[config.mk]
export PLATFORM = sky130hd
export DESIGN_NAME = ram_reg_mover_flat
export DESIGN_NICKNAME = d
export VERILOG_FILES = /design/src/rtl/ram_reg_mover_if.sv /design/src/rtl/ram_reg_mover.sv /design/src/flat_wrapper.sv
export SDC_FILE = /design/constraint.sdc
export NUM_CORES = 1
export LEC_CHECK = 0
export ABC_AREA = 1
export BUFFER_PORTS_ARGS = -buffer_cell sky130_fd_sc_hd__clkbuf_2
export CAP_MARGIN = 20
export CORE_MARGIN = 2
export CORE_UTILIZATION = 55
export DETAILED_ROUTE_END_ITERATION = 16
export PLACE_DENSITY = 0.78
export SYNTH_ARGS = -nofsm -noshare
export SYNTH_HDL_FRONTEND = slang
export SYNTH_SLANG_ARGS = --single-unit
[constraint.sdc]
create_clock -name clk -period 2.2 [get_ports clk]
set_input_delay 0 -clock clk [delete_from_list [all_inputs] [get_ports clk]]
set_output_delay 0 -clock clk [all_outputs]
set_load 0.01 [all_outputs]
[src/rtl/ram_reg_mover_if.sv]
// Control bundle between a transfer requester (master) and ram_reg_mover (slave).
// The xfer_cnt statistic exists only when MOVER_STAT_EN is defined.
interface ram_reg_mover_if;
    logic        start;
    logic        dir;
    logic [15:0] ram_base;
    logic [4:0]  reg_base;
    logic [5:0]  count;
    logic        busy;
    logic        done;
    logic [1:0]  choice;
    logic        ram_wen;
    logic [15:0] ram_addr;
    logic        we;
    logic [4:0]  waddr;
    logic [4:0]  raddr1;
`ifdef MOVER_STAT_EN
    logic [15:0] xfer_cnt;
`endif

    modport master (
        output start, dir, ram_base, reg_base, count,
        input  busy, done, choice, ram_wen, ram_addr, we, waddr, raddr1
`ifdef MOVER_STAT_EN
        , input xfer_cnt
`endif
    );

    modport slave (
        input  start, dir, ram_base, reg_base, count,
        output busy, done, choice, ram_wen, ram_addr, we, waddr, raddr1
`ifdef MOVER_STAT_EN
        , output xfer_cnt
`endif
    );
endinterface

[src/rtl/ram_reg_mover.sv]
// Block mover between RAM and register file: one start pulse moves 1-32 words.
// Optional completed-word statistic counter is built when MOVER_STAT_EN is defined.
module ram_reg_mover #(
    parameter int unsigned RD_LAT = 1
) (
    input  logic           clk,
    input  logic           resetn,
    ram_reg_mover_if.slave bus
);
    typedef enum logic [1:0] {S_IDLE, S_RUN, S_DRAIN, S_DONE} state_t;

    localparam int unsigned PIPE_D     = (RD_LAT > 0) ? RD_LAT : 1;
    localparam int unsigned LAST       = PIPE_D - 1;
    localparam logic [1:0]  CH_EXT     = 2'b11;
    localparam logic [1:0]  CH_RAM2REG = 2'b01;
    localparam logic [1:0]  CH_REG2RAM = 2'b00;

    state_t      state_q;
    logic        dir_q;
    logic [15:0] ram_base_q;
    logic [4:0]  reg_base_q;
    logic [5:0]  cnt_q;
    logic [5:0]  k_q;
    logic [1:0]  drain_q;

    logic [1:0]  choice_q;
    logic        ram_wen_q;
    logic [15:0] ram_addr_q;
    logic        we_q;
    logic [4:0]  waddr_q;
    logic [4:0]  raddr1_q;
    logic        busy_q;
    logic        done_q;

    logic [PIPE_D-1:0] pipe_v_q;
    logic [4:0]        pipe_idx_q [PIPE_D];

    logic [5:0]  count_clamped;
    logic        issue_v;
    logic        issue_dir;
    logic [15:0] issue_ram;
    logic [4:0]  issue_reg;
    logic        push_v;
    logic        wb_v;
    logic [4:0]  wb_idx;

    // The issue for the next cycle: word 0 comes straight from the start inputs.
    always_comb begin
        // NOTE: every signal gets a default first so no path leaves it unassigned (no latch).
        count_clamped = (bus.count > 6'd32) ? 6'd32 : bus.count;
        issue_v       = 1'b0;
        issue_dir     = dir_q;
        issue_ram     = ram_base_q + {10'd0, k_q};
        issue_reg     = reg_base_q + k_q[4:0];
        if (state_q == S_IDLE) begin
            issue_v   = bus.start && (count_clamped != 6'd0);
            issue_dir = bus.dir;
            issue_ram = bus.ram_base;
            issue_reg = bus.reg_base;
        end else if (state_q == S_RUN) begin
            issue_v = (k_q < cnt_q);
        end
        push_v = issue_v && !issue_dir;
    end

    if (RD_LAT == 0) begin : g_no_pipe
        assign wb_v   = push_v;
        assign wb_idx = issue_reg;
    end else begin : g_pipe
        assign wb_v   = pipe_v_q[LAST];
        assign wb_idx = pipe_idx_q[LAST];
    end

    // Register index travels alongside the RAM read so the write lands RD_LAT cycles later.
    always_ff @(posedge clk or negedge resetn) begin
        if (!resetn) begin
            pipe_v_q <= '0;
            for (int i = 0; i < int'(PIPE_D); i++) pipe_idx_q[i] <= '0;
        end else begin
            // NOTE: non-blocking assignments let every stage shift on the old values of its neighbour.
            pipe_v_q[0]   <= push_v;
            pipe_idx_q[0] <= issue_reg;
            for (int i = 1; i < int'(PIPE_D); i++) begin
                pipe_v_q[i]   <= pipe_v_q[i-1];
                pipe_idx_q[i] <= pipe_idx_q[i-1];
            end
        end
    end

    always_ff @(posedge clk or negedge resetn) begin
        if (!resetn) begin
            state_q    <= S_IDLE;
            dir_q      <= 1'b0;
            ram_base_q <= '0;
            reg_base_q <= '0;
            cnt_q      <= '0;
            k_q        <= '0;
            drain_q    <= '0;
            choice_q   <= CH_EXT;
            ram_wen_q  <= 1'b0;
            ram_addr_q <= '0;
            we_q       <= 1'b0;
            waddr_q    <= '0;
            raddr1_q   <= '0;
            busy_q     <= 1'b0;
            done_q     <= 1'b0;
        end else begin
            ram_wen_q <= issue_v && issue_dir;
            we_q      <= wb_v;
            done_q    <= 1'b0;
            if (wb_v) waddr_q <= wb_idx;
            if (issue_v) begin
                ram_addr_q <= issue_ram;
                if (issue_dir) raddr1_q <= issue_reg;
            end

            unique case (state_q)
                S_IDLE: if (bus.start) begin
                    dir_q      <= bus.dir;
                    ram_base_q <= bus.ram_base;
                    reg_base_q <= bus.reg_base;
                    cnt_q      <= count_clamped;
                    k_q        <= 6'd1;
                    busy_q     <= 1'b1;
                    if (count_clamped == 6'd0) begin
                        state_q <= S_DONE;
                        done_q  <= 1'b1;
                    end else begin
                        state_q  <= S_RUN;
                        choice_q <= bus.dir ? CH_REG2RAM : CH_RAM2REG;
                    end
                end
                S_RUN: begin
                    if (issue_v) begin
                        k_q <= k_q + 6'd1;
                    end else if (!dir_q && RD_LAT != 0) begin
                        state_q <= S_DRAIN;
                        drain_q <= 2'(RD_LAT - 1);
                    end else begin
                        state_q  <= S_DONE;
                        done_q   <= 1'b1;
                        choice_q <= CH_EXT;
                    end
                end
                S_DRAIN: begin
                    if (drain_q == 2'd0) begin
                        state_q  <= S_DONE;
                        done_q   <= 1'b1;
                        choice_q <= CH_EXT;
                    end else begin
                        drain_q <= drain_q - 2'd1;
                    end
                end
                S_DONE: begin
                    state_q <= S_IDLE;
                    busy_q  <= 1'b0;
                end
            endcase
        end
    end

`ifdef MOVER_STAT_EN
    logic [15:0] xfer_cnt_q;

    always_ff @(posedge clk or negedge resetn) begin
        if (!resetn) begin
            xfer_cnt_q <= '0;
        end else if ((we_q || ram_wen_q) && xfer_cnt_q != 16'hFFFF) begin
            xfer_cnt_q <= xfer_cnt_q + 16'd1;
        end
    end

    assign bus.xfer_cnt = xfer_cnt_q;
`endif

    assign bus.choice   = choice_q;
    assign bus.ram_wen  = ram_wen_q;
    assign bus.ram_addr = ram_addr_q;
    assign bus.we       = we_q;
    assign bus.waddr    = waddr_q;
    assign bus.raddr1   = raddr1_q;
    assign bus.busy     = busy_q;
    assign bus.done     = done_q;
endmodule

[src/flat_wrapper.sv]
// flat-port wrapper written by rule: the top's interface ports become plain ports
module ram_reg_mover_flat 
#(
    parameter int unsigned RD_LAT = 1
)
  (clk, resetn, bus_start, bus_dir, bus_ram_base, bus_reg_base, bus_count, bus_busy, bus_done, bus_choice, bus_ram_wen, bus_ram_addr, bus_we, bus_waddr, bus_raddr1);
  ram_reg_mover_if bus_i ();
  input  logic clk;
  input  logic resetn;
  input wire logic [$bits(bus_i.start)-1:0] bus_start;
  input wire logic [$bits(bus_i.dir)-1:0] bus_dir;
  input wire logic [$bits(bus_i.ram_base)-1:0] bus_ram_base;
  input wire logic [$bits(bus_i.reg_base)-1:0] bus_reg_base;
  input wire logic [$bits(bus_i.count)-1:0] bus_count;
  output wire logic [$bits(bus_i.busy)-1:0] bus_busy;
  output wire logic [$bits(bus_i.done)-1:0] bus_done;
  output wire logic [$bits(bus_i.choice)-1:0] bus_choice;
  output wire logic [$bits(bus_i.ram_wen)-1:0] bus_ram_wen;
  output wire logic [$bits(bus_i.ram_addr)-1:0] bus_ram_addr;
  output wire logic [$bits(bus_i.we)-1:0] bus_we;
  output wire logic [$bits(bus_i.waddr)-1:0] bus_waddr;
  output wire logic [$bits(bus_i.raddr1)-1:0] bus_raddr1;
  assign bus_i.start = bus_start;
  assign bus_i.dir = bus_dir;
  assign bus_i.ram_base = bus_ram_base;
  assign bus_i.reg_base = bus_reg_base;
  assign bus_i.count = bus_count;
  assign bus_busy = bus_i.busy;
  assign bus_done = bus_i.done;
  assign bus_choice = bus_i.choice;
  assign bus_ram_wen = bus_i.ram_wen;
  assign bus_ram_addr = bus_i.ram_addr;
  assign bus_we = bus_i.we;
  assign bus_waddr = bus_i.waddr;
  assign bus_raddr1 = bus_i.raddr1;
  ram_reg_mover #(.RD_LAT(RD_LAT)) u_core (.clk(clk), .resetn(resetn), .bus(bus_i));
endmodule
# Word-level counts from Yosys, hierarchy flattened
# Cells that the tools add are included.
# W data, S select, Z words.
[op_classes]
reduce_logical = 19
n_eq_ne = 11
n_mux = 33
n_lt_le_gt_ge = 2
add_sub_neg = 4
[ops]
columns = ["cell", "n"]
rows = [
  ["$mux W2", 11],
  ["$mux W6", 3],
  ["$add A16 B6 Y16", 1],
  ["$mux W16", 1],
  ["$pmux W6 S2", 1],
  ["$mux W1", 11],
  ["$ne A2 B2 Y1 const B", 5],
  ["$pmux W2 S4", 1],
  ["$add A6 B1 Y6 const B", 1],
  ["$gt A6 B6 Y1 const B", 1],
  ["$logic_not A6 Y1", 1],
  ["$lt A6 B6 Y1", 1],
  ["$ne A2 B1 Y1 const B", 3],
  ["$pmux W2 S3", 1],
  ["$reduce_and A2 Y1", 3],
  ["$reduce_and A3 Y1", 2],
  ["$reduce_and A6 Y1", 1],
  ["$reduce_bool A2 Y1", 3],
  ["$reduce_bool A6 Y1", 1],
  ["$add A5 B5 Y5", 1],
  ["$mux W5", 1],
  ["$eq A2 B2 Y1 const B", 2],
  ["$logic_not A2 Y1", 2],
  ["$pmux W2 S2", 1],
  ["8 further kinds", 10],
]
[totals]
in_bits = 31
register_bits = 76
wordCells = 86

# Logic depth before layout (Yosys ltp)
# Gate-level depths: netlist of run 1.
[depth]
ltp_word = 7
depth_mapped = 13

# Worst setup path before layout of run 1
# No wires, ideal clock.
[synth_path]
path_kind = "register -> register"
startpoint = "reg u_core.k_q[0]"
endpoint = "reg u_core.ram_addr_q[10], in the netlist u_core.bus.ram_addr[10]"
path_slack_ns = 0.394
path_stages_with_launch = 14
period_less_slack_ns = 1.806
setup_ns = 0.124
t_arrival_ns = 1.682
path_cell_list = "dfrtp_1 ha_1 inv_1 fa_1 inv_1 nand3_1 nand2_1 nand2_1 nand2_1 nand2_1 nand2_1 nand3_1 o211ai_1 nand2_1"
[synth_between]
elab_chain_len = 3
word_cells_on_any_way = 5
[synth_lines]
columns = ["item", "line_no", "text"]
rows = [
  ["start: declaration", "ram_reg_mover.sv:23", "logic [5:0] k_q;"],
  ["start signal: assignment", "ram_reg_mover.sv:135", "k_q <= k_q + 6'd1;"],
  ["parallel branches: the longest is 3 deep, another holds $add A16 B6 Y16", "--", ""],
  ["end signal: assignment", "ram_reg_mover.sv:113", "ram_addr_q <= issue_ram;"],
  ["end: declaration", "ram_reg_mover.sv:28", "logic [15:0] ram_addr_q;"],
]
# Several ways; the timed one is not identified.
# A chain may end at the register's enable or synchronous reset.

# Worst setup path in the final report of run 1
[layout_path]
startpoint = "reg u_core.k_q[0]"
endpoint = "reg u_core.raddr1_q[4], in the netlist u_core.bus.raddr1[4]"
[layout_between]
elab_chain_len = 4
word_cells_on_any_way = 6
[layout_lines]
columns = ["item", "line_no", "text"]
rows = [
  ["$lt A6 B6 Y1", "ram_reg_mover.sv:61", "issue_v = (k_q < cnt_q);"],
  ["$mux W1", "ram_reg_mover.sv:60", "end else if (state_q == S_RUN) begin"],
  ["$mux W1", "ram_reg_mover.sv:55", "if (state_q == S_IDLE) begin"],
  ["$reduce_and A2 Y1 (no line)", "--", ""],
  ["end signal: assignment", "ram_reg_mover.sv:114", "if (issue_dir) raddr1_q <= issue_reg;"],
  ["end: declaration", "ram_reg_mover.sv:31", "logic [4:0] raddr1_q;"],
]
# Several ways; a longest one is shown, not always the timed one.

==> results.cfg, run 1 <==
[setup_path]
arrival_ns = 2.24
timing.rr.start = u_core.k_q[0]
cpPeakStageDelay_ns = 0.43
path_class = flip-flop to flip-flop
critPathMaxFanout = 6
rrSetupSlack_ns = 0.18
crit_path_start = u_core.k_q[0]
path_cells = ha_1, inv_1, fa_1, inv_1, nand3_1, nand2_1, xnor2_1, a21boi_0, o21ai_0
worst_setup_path_end_kind = flip-flop
cp.required_ns = 2.41
crit_top_cell = inv_1
critPathLaunchType = flip-flop
slowest_stage = dfrtp_2

[layout]
final_util_pct = 70.3
fin_cells = 715
diodes = 0
fin_nets = 665
layout-drive-gt1-share_pct = 17.4
area_growth_pct = 23.7

[sta]
final-setup-viol-count = 0
holdWs_ns = 0.324
min_period_ns = 2.02
setup_tns_ns = 0
tightest_slew_ns = 0.927
clock.fmax_mhz = 494
rsz0062_at_grt = false
fin_worst_skew_ns = 0.00785
finalMaxSlewViolations = 0
finalHoldViolCount = 0
relSlewSlack_pct = 38.2
post-route-period-util_pct = 92.0

[synth]
syn_area_per_cell_um2 = 8.05
yosys.cell_count.top_type = nand2_1
yosysTopAreaCell = dfrtp_1
async_reset_ff_share_pct = 100
syn-cell-area_um2 = 4120
yosys_warnings = 0
synth_edf_count = 0
synth_top_area_share_pct = 44.9
ys_seq_elements = 76
synth_nets = 566
synthTopCellsByArea = dfrtp_1 (45%), nand2_1 (16%), ha_1 (6.4%)
yosys-top-cells-count = nand2_1 (171), dfrtp_1 (74), inv_1 (59)
synth_cell_types = 37
ys_seq_area_share_pct = 46.2
synth_ff_type = dfrtp_1
synth_cells = 512

[cts]
path_clk_slew_ns = 0.08
numCtsBuffers = 9
htree_levels = 3
clk_latency_ns = 0.36
cts-root-buf = clkbuf_8
tritoncts = done
clock_sinks = 76
clockBufferDepth = 2

[global_route]
grt_pass1_wl_um = 16700
grt_util_met1_pct = 33.6
busiest_layer = met2
grt_use_met2_pct = 41.7
gr-usage-all-layers_pct = 25.2
grt_pass1_vias = 3632
grt.met3_usage_pct = 4.92
antenna_found_initial = 0
overflow = 0
grt_max_degree = 77

[placement]
dpl.hpwl_um = 6830
gp_congestion = 0.930
dp.cells = 666
port_buffers = 62

[route]
drc_errors = 0
postRouteAntennaNets = 0
first_pass_iters = 5
viasPerCell = 5.23
drt_iter0_markers = 195
wl_per_cell_um = 13.6
routed_wl_um = 9690
vias = 3738

[die]
die-area_um2 = 8200
core_area_um2 = 7250
die_h_um = 90.6
rows = 31
ios = 63
die_x_um = 90.6
start_util_pct = 56.8

[power]
peakVddDrop_mv = 0.917
p_total_mw = 7.48
p_leak_nw = 2.72
power.density_nw_per_um2 = 1470

[run_status]
status = complete, no violations

[job]
drv_cap = 0

[worst_hold_path]
hold_class = primary input to asynchronous set/reset pin
## repair_timing
item	4_1_cts	5_1_grt
endpoints found under the hold margin	119	0
resized for setup	0	2
setup endpoints to repair	0	5
hold buffers	31	0
setup buffers	0	2
## cell families (layout without fill, tap and decap cells)
logic type                 count (synthesis)  in the layout  synth area share (%)
muxes                                      5              5                  1.37
adders and majority gates                 23             23                  7.35
buffers and inverters                     76            180                  7.92
xor gates and xnor gates                   9              9                  1.91
AOI/OAI and AO/OA                         64             64                  9.05
DFF                                       76             76                  46.2
and+or+nand+nor                          259            259                  26.2
## worst paths after layout
path | endpoint | cells after the start
worst max register to register | u_core.bus.raddr1[4] | 9
worst min-delay path | u_core.bus.waddr[1] | 2
worst max-delay path | u_core.bus.raddr1[4] | 9
max in group asynchronous | u_core.k_q[0] | 2
worst min register to register | u_core.bus.choice[1] | 2
min in group clk | u_core.reg_base_q[4] | 4
## metal layers
metal	part of all wire (%)	vias to the layer above
met5	0	-
met4	1.7	0
met3	5.5	18
met2	48	132
met1	45	1754
li1	-	1834
## registers in the layout, indices dropped and copies added, names as in the netlist, 5 cells and up
| name | flops |
|---|---|
| u_core.bus.waddr | 5 |
| u_core.cnt_q | 6 |
| u_core.k_q | 6 |
| u_core.bus.raddr1 | 5 |
| u_core.reg_base_q | 5 |
| u_core.pipe_idx_q | 5 |
| u_core.bus.ram_addr | 16 |
| u_core.ram_base_q | 16 |
## layout make-up
type                            instances  area, um^2
Inverter                               62         238
Fill cell                             585        2150
Tap cell                               99         124
Clock inverter                          6         111
Timing Repair Buffer                  102         691
Clock buffer                           10         138
Multi-Input combinational cell        360        1890
Sequential cell                        76        1910
## worst max-delay path: cells and delay by family, from the launching register on
family          cells  cell delay [ns]
compound gates      2             0.53
flops               1             0.43
simple gates        2             0.16
xor+xnor            1             0.07
fa+ha+maj           2             0.54
buf+inv             2             0.15
## cell usage in the layout, fill, tap and decap left out, types with 2 or more instances in the layout
cell and instances:
a21oi_1 12, a31oi_2 2, buf_4 10, bufinv_16 3, clkbuf_2 61, clkbuf_8 10, dfrtp_1 72, dfrtp_2 2
dfstp_2 2, dlygate4sd3_1 31, fa_1 2, ha_1 21, inv_1 59, inv_2 2, mux2_2 5, nand2_1 171
nand2_2 2, nand3_1 45, nand4_1 7, nor2_1 24, nor3_1 5, o211ai_1 3, o21ai_0 33, o21ai_1 7
xnor2_1 3, xor2_1 6
## power breakdown
part	internal, mW	total (mW)	leakage [nW]	switching, mW
combinational	1.36	3.61	1.66	2.25
clock	0.784	1.32	0.122	0.539
sequential	2.07	2.55	0.941	0.473
## stage by stage
stage          setup WS, ns  area (um^2)
2_1_floorplan         0.394         4120
3_3_place_gp          0.258         4520
3_5_place_dp          0.149         4520
4_1_cts               0.127         5080
5_1_grt             0.00666         5100
6_report              0.176         5100
Power figures use the tool's default switching activity.
==> run 2, diff against run 1 <==
--- a/config.mk
+++ b/config.mk
@@ -12,6 +12,7 @@
 export CORE_UTILIZATION = 55
 export DETAILED_ROUTE_END_ITERATION = 16
 export PLACE_DENSITY = 0.78
+export RECOVER_POWER = 25
 export SYNTH_ARGS = -nofsm -noshare
 export SYNTH_HDL_FRONTEND = slang
 export SYNTH_SLANG_ARGS = --single-unit
==> run 2 against run 1 <==
Effect of this change:
- global-route usage unchanged
- clock power is essentially flat
- die area unchanged
- clock skew shrank 0.00085 ns
- critical path depth did not move
- final area fell by 0.74%
- sequential cell count stayed put
- core utilization fell by 0.52 points
==> results.cfg, run 2 (synthesized netlist as in run 1, its figures left out) <==
[setup_path]
critPathLaunchType = flip-flop
arrival_ns = 2.25
path_class = flip-flop to flip-flop
worst_setup_path_end_kind = flip-flop
critPathMaxFanout = 6
cp.required_ns = 2.41

[power]
p_leak_nw = 2.62
power.density_nw_per_um2 = 1460
peakVddDrop_mv = 0.911

[cts]
tritoncts = done
numCtsBuffers = 9
clk_latency_ns = 0.36
clockBufferDepth = 2
path_clk_slew_ns = 0.08
clock_sinks = 76
cts-root-buf = clkbuf_8
htree_levels = 3

[sta]
fin_worst_skew_ns = 0.00700
rsz0062_at_grt = false
finalMaxSlewViolations = 0
relSlewSlack_pct = 37.6
finalHoldViolCount = 0
post-route-period-util_pct = 92.6
clock.fmax_mhz = 491
final-setup-viol-count = 0
setup_tns_ns = 0
tightest_slew_ns = 0.936
min_period_ns = 2.04

[placement]
gp_congestion = 0.930
port_buffers = 62
dpl.hpwl_um = 6830

[die]
ios = 63
die_x_um = 90.6
core_area_um2 = 7250
rows = 31
die-area_um2 = 8200
die_h_um = 90.6
start_util_pct = 56.8

[worst_hold_path]
hold_class = primary input to asynchronous set/reset pin

[route]
drc_errors = 0
met2_length_um = 4670
routed_wl_um = 9750
wl_per_cell_um = 13.6
wl_met3_um = 636
viasPerCell = 5.26
wl_met1_um = 4290
vias = 3758
postRouteAntennaNets = 0
first_pass_iters = 5
drt_iter0_markers = 217
topRoutingLayerUsed = met4

[layout]
fin_nets = 665
diodes = 0
layout-drive-gt1-share_pct = 12.2
mostFrequentLayoutCell = nand2_1
final_util_pct = 69.8
area_growth_pct = 22.8
layout_common_cells = nand2_1 (171), dfrtp_1 (72), inv_1 (59)

[global_route]
grt_max_degree = 77
gr-usage-all-layers_pct = 25.2
antenna_found_initial = 0
grt_pass1_vias = 3632
overflow = 0
grt_pass1_wl_um = 16700

[job]
drv_cap = 0

[run_status]
status = complete, no violations
[run 2: report_power, final]
part,total (mW),internal (mW),switching (mW)
sequential,2.54,2.07,0.473
clock,1.32,0.784,0.536
combinational,3.54,1.30,2.25
[run 2: critical path: stages (launching register included)]
cell and delay, ns:
dfrtp_2 0.43, ha_1 0.18, inv_1 0.06, fa_1 0.36
inv_1 0.09, nand3_1 0.07, nand2_1 0.09, xnor2_1 0.07
a21boi_0 0.35, o21ai_0 0.19
[run 2: per-layer routing]
layer	global-route usage, %	vias to the layer above
met4	8.21	0
met5	0	-
li1	-	1839
met1	33.6	1756
met3	4.92	15
met2	41.7	148
[run 2: worst paths after layout]
path | to | slack, ns | from | cells after the start
worst max-delay path | u_core.bus.raddr1[4] | 0.16 | u_core.k_q[0] | 9
worst min-delay path | u_core.bus.waddr[1] | 0.33 | resetn | 2
worst max register to register | u_core.bus.raddr1[4] | 0.16 | u_core.k_q[0] | 9
worst min register to register | u_core.bus.ram_addr[13] | 0.48 | u_core.bus.ram_addr[13] | 2
max in group asynchronous | u_core.k_q[0] | 1.22 | resetn | 2
min in group clk | u_core.reg_base_q[4] | 0.39 | bus_reg_base[4] | 4
[run 2: repair_timing]
| action | CTS | global route |
|---|---|---|
| hold endpoints to repair | 119 | 0 |
| buffers inserted | 0 | 2 |
| hold buffers | 31 | 0 |
| setup endpoints to repair | 0 | 5 |
| resized for setup | 0 | 2 |
[run 2: cell type report]
cell class | count | area [um^2]
sequential | 76 | 1910
clock inverter | 6 | 111
multi-input combinational | 360 | 1890
tap | 99 | 124
clock buffer | 10 | 138
fill | 603 | 2190
timing repair buffer | 102 | 653
inverter | 62 | 238
[run 2: through the flow]
step	hold WS, ns	instances	setup WS, ns	power (mW)	area [um^2]
global route	0.386	715	0.00666	8.06	5060
detailed placement	0.201	666	0.149	6.06	4520
CTS	0.355	713	0.127	7.44	5080
finish	0.327	715	0.164	7.41	5060
global placement	0.197	666	0.258	5.90	4520
floorplan	-0.296	512	0.394	5.03	4120
==> run 3, diff against run 2 <==
--- a/config.mk
+++ b/config.mk
@@ -9,9 +9,9 @@
 export BUFFER_PORTS_ARGS = -buffer_cell sky130_fd_sc_hd__clkbuf_2
 export CAP_MARGIN = 20
 export CORE_MARGIN = 2
-export CORE_UTILIZATION = 55
+export CORE_UTILIZATION = 30
 export DETAILED_ROUTE_END_ITERATION = 16
-export PLACE_DENSITY = 0.78
+export MAX_ROUTING_LAYER = met4
 export RECOVER_POWER = 25
 export SYNTH_ARGS = -nofsm -noshare
 export SYNTH_HDL_FRONTEND = slang
==> run 3 against run 2 <==
Effect of this change:
- combinational power up 3%
- sequential power hardly changed
- sequential share of layout area down 1.5 points
- final area up 4.0%
- wire length is 5.7% higher
- first-iteration DRC count is 21% higher
- via count is 2.9% lower
- sequential cell count did not move
- worst setup slack better by 0.056 ns
- critical path depth increased by 2
- worst hold slack worse by 0.30 ns
- critical endpoint is now u_core.drain_q[0]
- largest power group unchanged
- highest routed layer unchanged
==> results.cfg, run 3 (synthesized netlist as in run 1, its figures left out) <==
[sta]
min_period_ns = 1.98
post-route-period-util_pct = 90.0
setup_tns_ns = 0
finalHoldViolCount = 0
rsz0062_at_grt = false
clock.fmax_mhz = 505
finalMaxSlewViolations = 0
relSlewSlack_pct = 41.0
tightest_slew_ns = 0.886
final-setup-viol-count = 0
fin_worst_skew_ns = 0.00713

[die]
start_util_pct = 30.9
ios = 63
die_h_um = 121
die-area_um2 = 14700
core_area_um2 = 13300
rows = 42
die_x_um = 121

[cts]
numCtsBuffers = 9
clk_latency_ns = 0.34
post_cts_buffers = 0
clock_sinks = 76
htree_levels = 3
cts-root-buf = clkbuf_16
path_clk_slew_ns = 0.06
tritoncts = done
clockBufferDepth = 2

[run_status]
status = complete, no violations

[route]
vias = 3649
drt_iter0_markers = 262
routed_wl_um = 10300
drc_errors = 0
postRouteAntennaNets = 0
viasPerCell = 4.61
wl_per_cell_um = 13.0
first_pass_iters = 4

[global_route]
antenna_found_initial = 0
gr-usage-all-layers_pct = 15.4
grt_pass1_vias = 3593
grt_pass1_wl_um = 17400
overflow = 0
grt_max_degree = 45

[setup_path]
worst_setup_path_end_kind = flip-flop
path_class = flip-flop to flip-flop
rrSetupSlack_ns = 0.22
timing.rr.start = u_core.k_q[4]
arrival_ns = 2.25
critPathLaunchType = flip-flop
rr_endpoint = u_core.drain_q[0]
cp.required_ns = 2.47
rr_worst_depth = 11
critPathMaxFanout = 7

[layout]
seq_area_um2 = 1910
layout-drive-gt1-share_pct = 17.2
nFillCells = 1387
mostFrequentLayoutCell = nand2_1
area_growth_pct = 27.7
multi_input_area_um2 = 1890
layout_common_cells = nand2_1 (170), dfrtp_1 (73), clkbuf_2 (60)
final_util_pct = 39.4
fin_nets = 665
diodes = 0

[worst_hold_path]
min_to = u_core.bus.busy
hp-start = bus_start
hold_class = primary input to flip-flop
whs_path_depth = 4

[power]
p_total_mw = 7.66
power.density_nw_per_um2 = 1460
peakVddDrop_mv = 0.549
p_leak_nw = 2.75

[placement]
gp_congestion = 0.939
dpl.hpwl_um = 7410
port_buffers = 62

[job]
drv_cap = 0
-- run 3: worst max-delay path by stage --
stage | startpoint | to | slack [ns] | cells past startpoint
after floorplan | u_core.k_q[0] | u_core.bus.ram_addr[10] | 0.39 | 13
after global placement | u_core.k_q[0] | u_core.bus.ram_addr[10] | 0.23 | 13
after detailed placement | u_core.k_q[0] | u_core.bus.ram_addr[10] | 0.20 | 13
after CTS | u_core.k_q[0] | u_core.bus.ram_addr[10] | 0.17 | 13
after global routing | u_core.k_q[4] | u_core.k_q[0] | 0.007 | 10
final | u_core.k_q[4] | u_core.drain_q[0] | 0.22 | 11
-- run 3: final cells by class --
type                       instances  area share, %
sequential                        76           36.2
multi-input combinational        360           36.0
timing repair buffer             102           13.4
inverter                          62           4.52
clock buffer                      10           4.35
tap                              176           4.19
clock inverter                     6           1.33
-- run 3: timing repair --
action | in CTS | in global routing
gates resized for setup | 0 | 2
setup endpoints to repair | 0 | 2
hold buffers | 29 | 0
endpoints found under the hold margin | 74 | 0
-- run 3: where the power goes --
group,internal (mW),leakage [nW],switching (mW)
registers,2.08,0.942,0.448
clock network,0.891,0.148,0.620
logic,1.38,1.66,2.24
-- run 3: routing by layer --
metal / share of wire (%) / vias up / global-route usage, %
met5: 0 / - / -
met4: 1.0 / 0 / 4.17
met3: 6.2 / 9 / 4.14
met2: 45 / 75 / 24.1
met1: 47 / 1720 / 19.8
li1: - / 1845 / -
-- run 3: critical path, stage by stage, from the launching register on --
cell,delay [ns]
dfrtp_1,0.47
ha_1,0.32
nand2_1,0.08
inv_1,0.05
a21oi_1,0.13
nand4_1,0.10
nand2_1,0.13
nand2_1,0.19
buf_4,0.22
nand2_2,0.09
nand2_1,0.06
o21ai_1,0.07
-- run 3: per-stage QoR --
stage | hold slack [ns] | setup slack (ns) | cells | cell area [um^2]
after floorplan | -0.296 | 0.394 | 512 | 4120
after global placement | -0.0258 | 0.226 | 747 | 4670
after detailed placement | -0.0244 | 0.196 | 747 | 4670
after CTS | 0.0343 | 0.172 | 792 | 5260
after global routing | 0.0568 | 0.00735 | 792 | 5260
final | 0.0307 | 0.220 | 792 | 5260
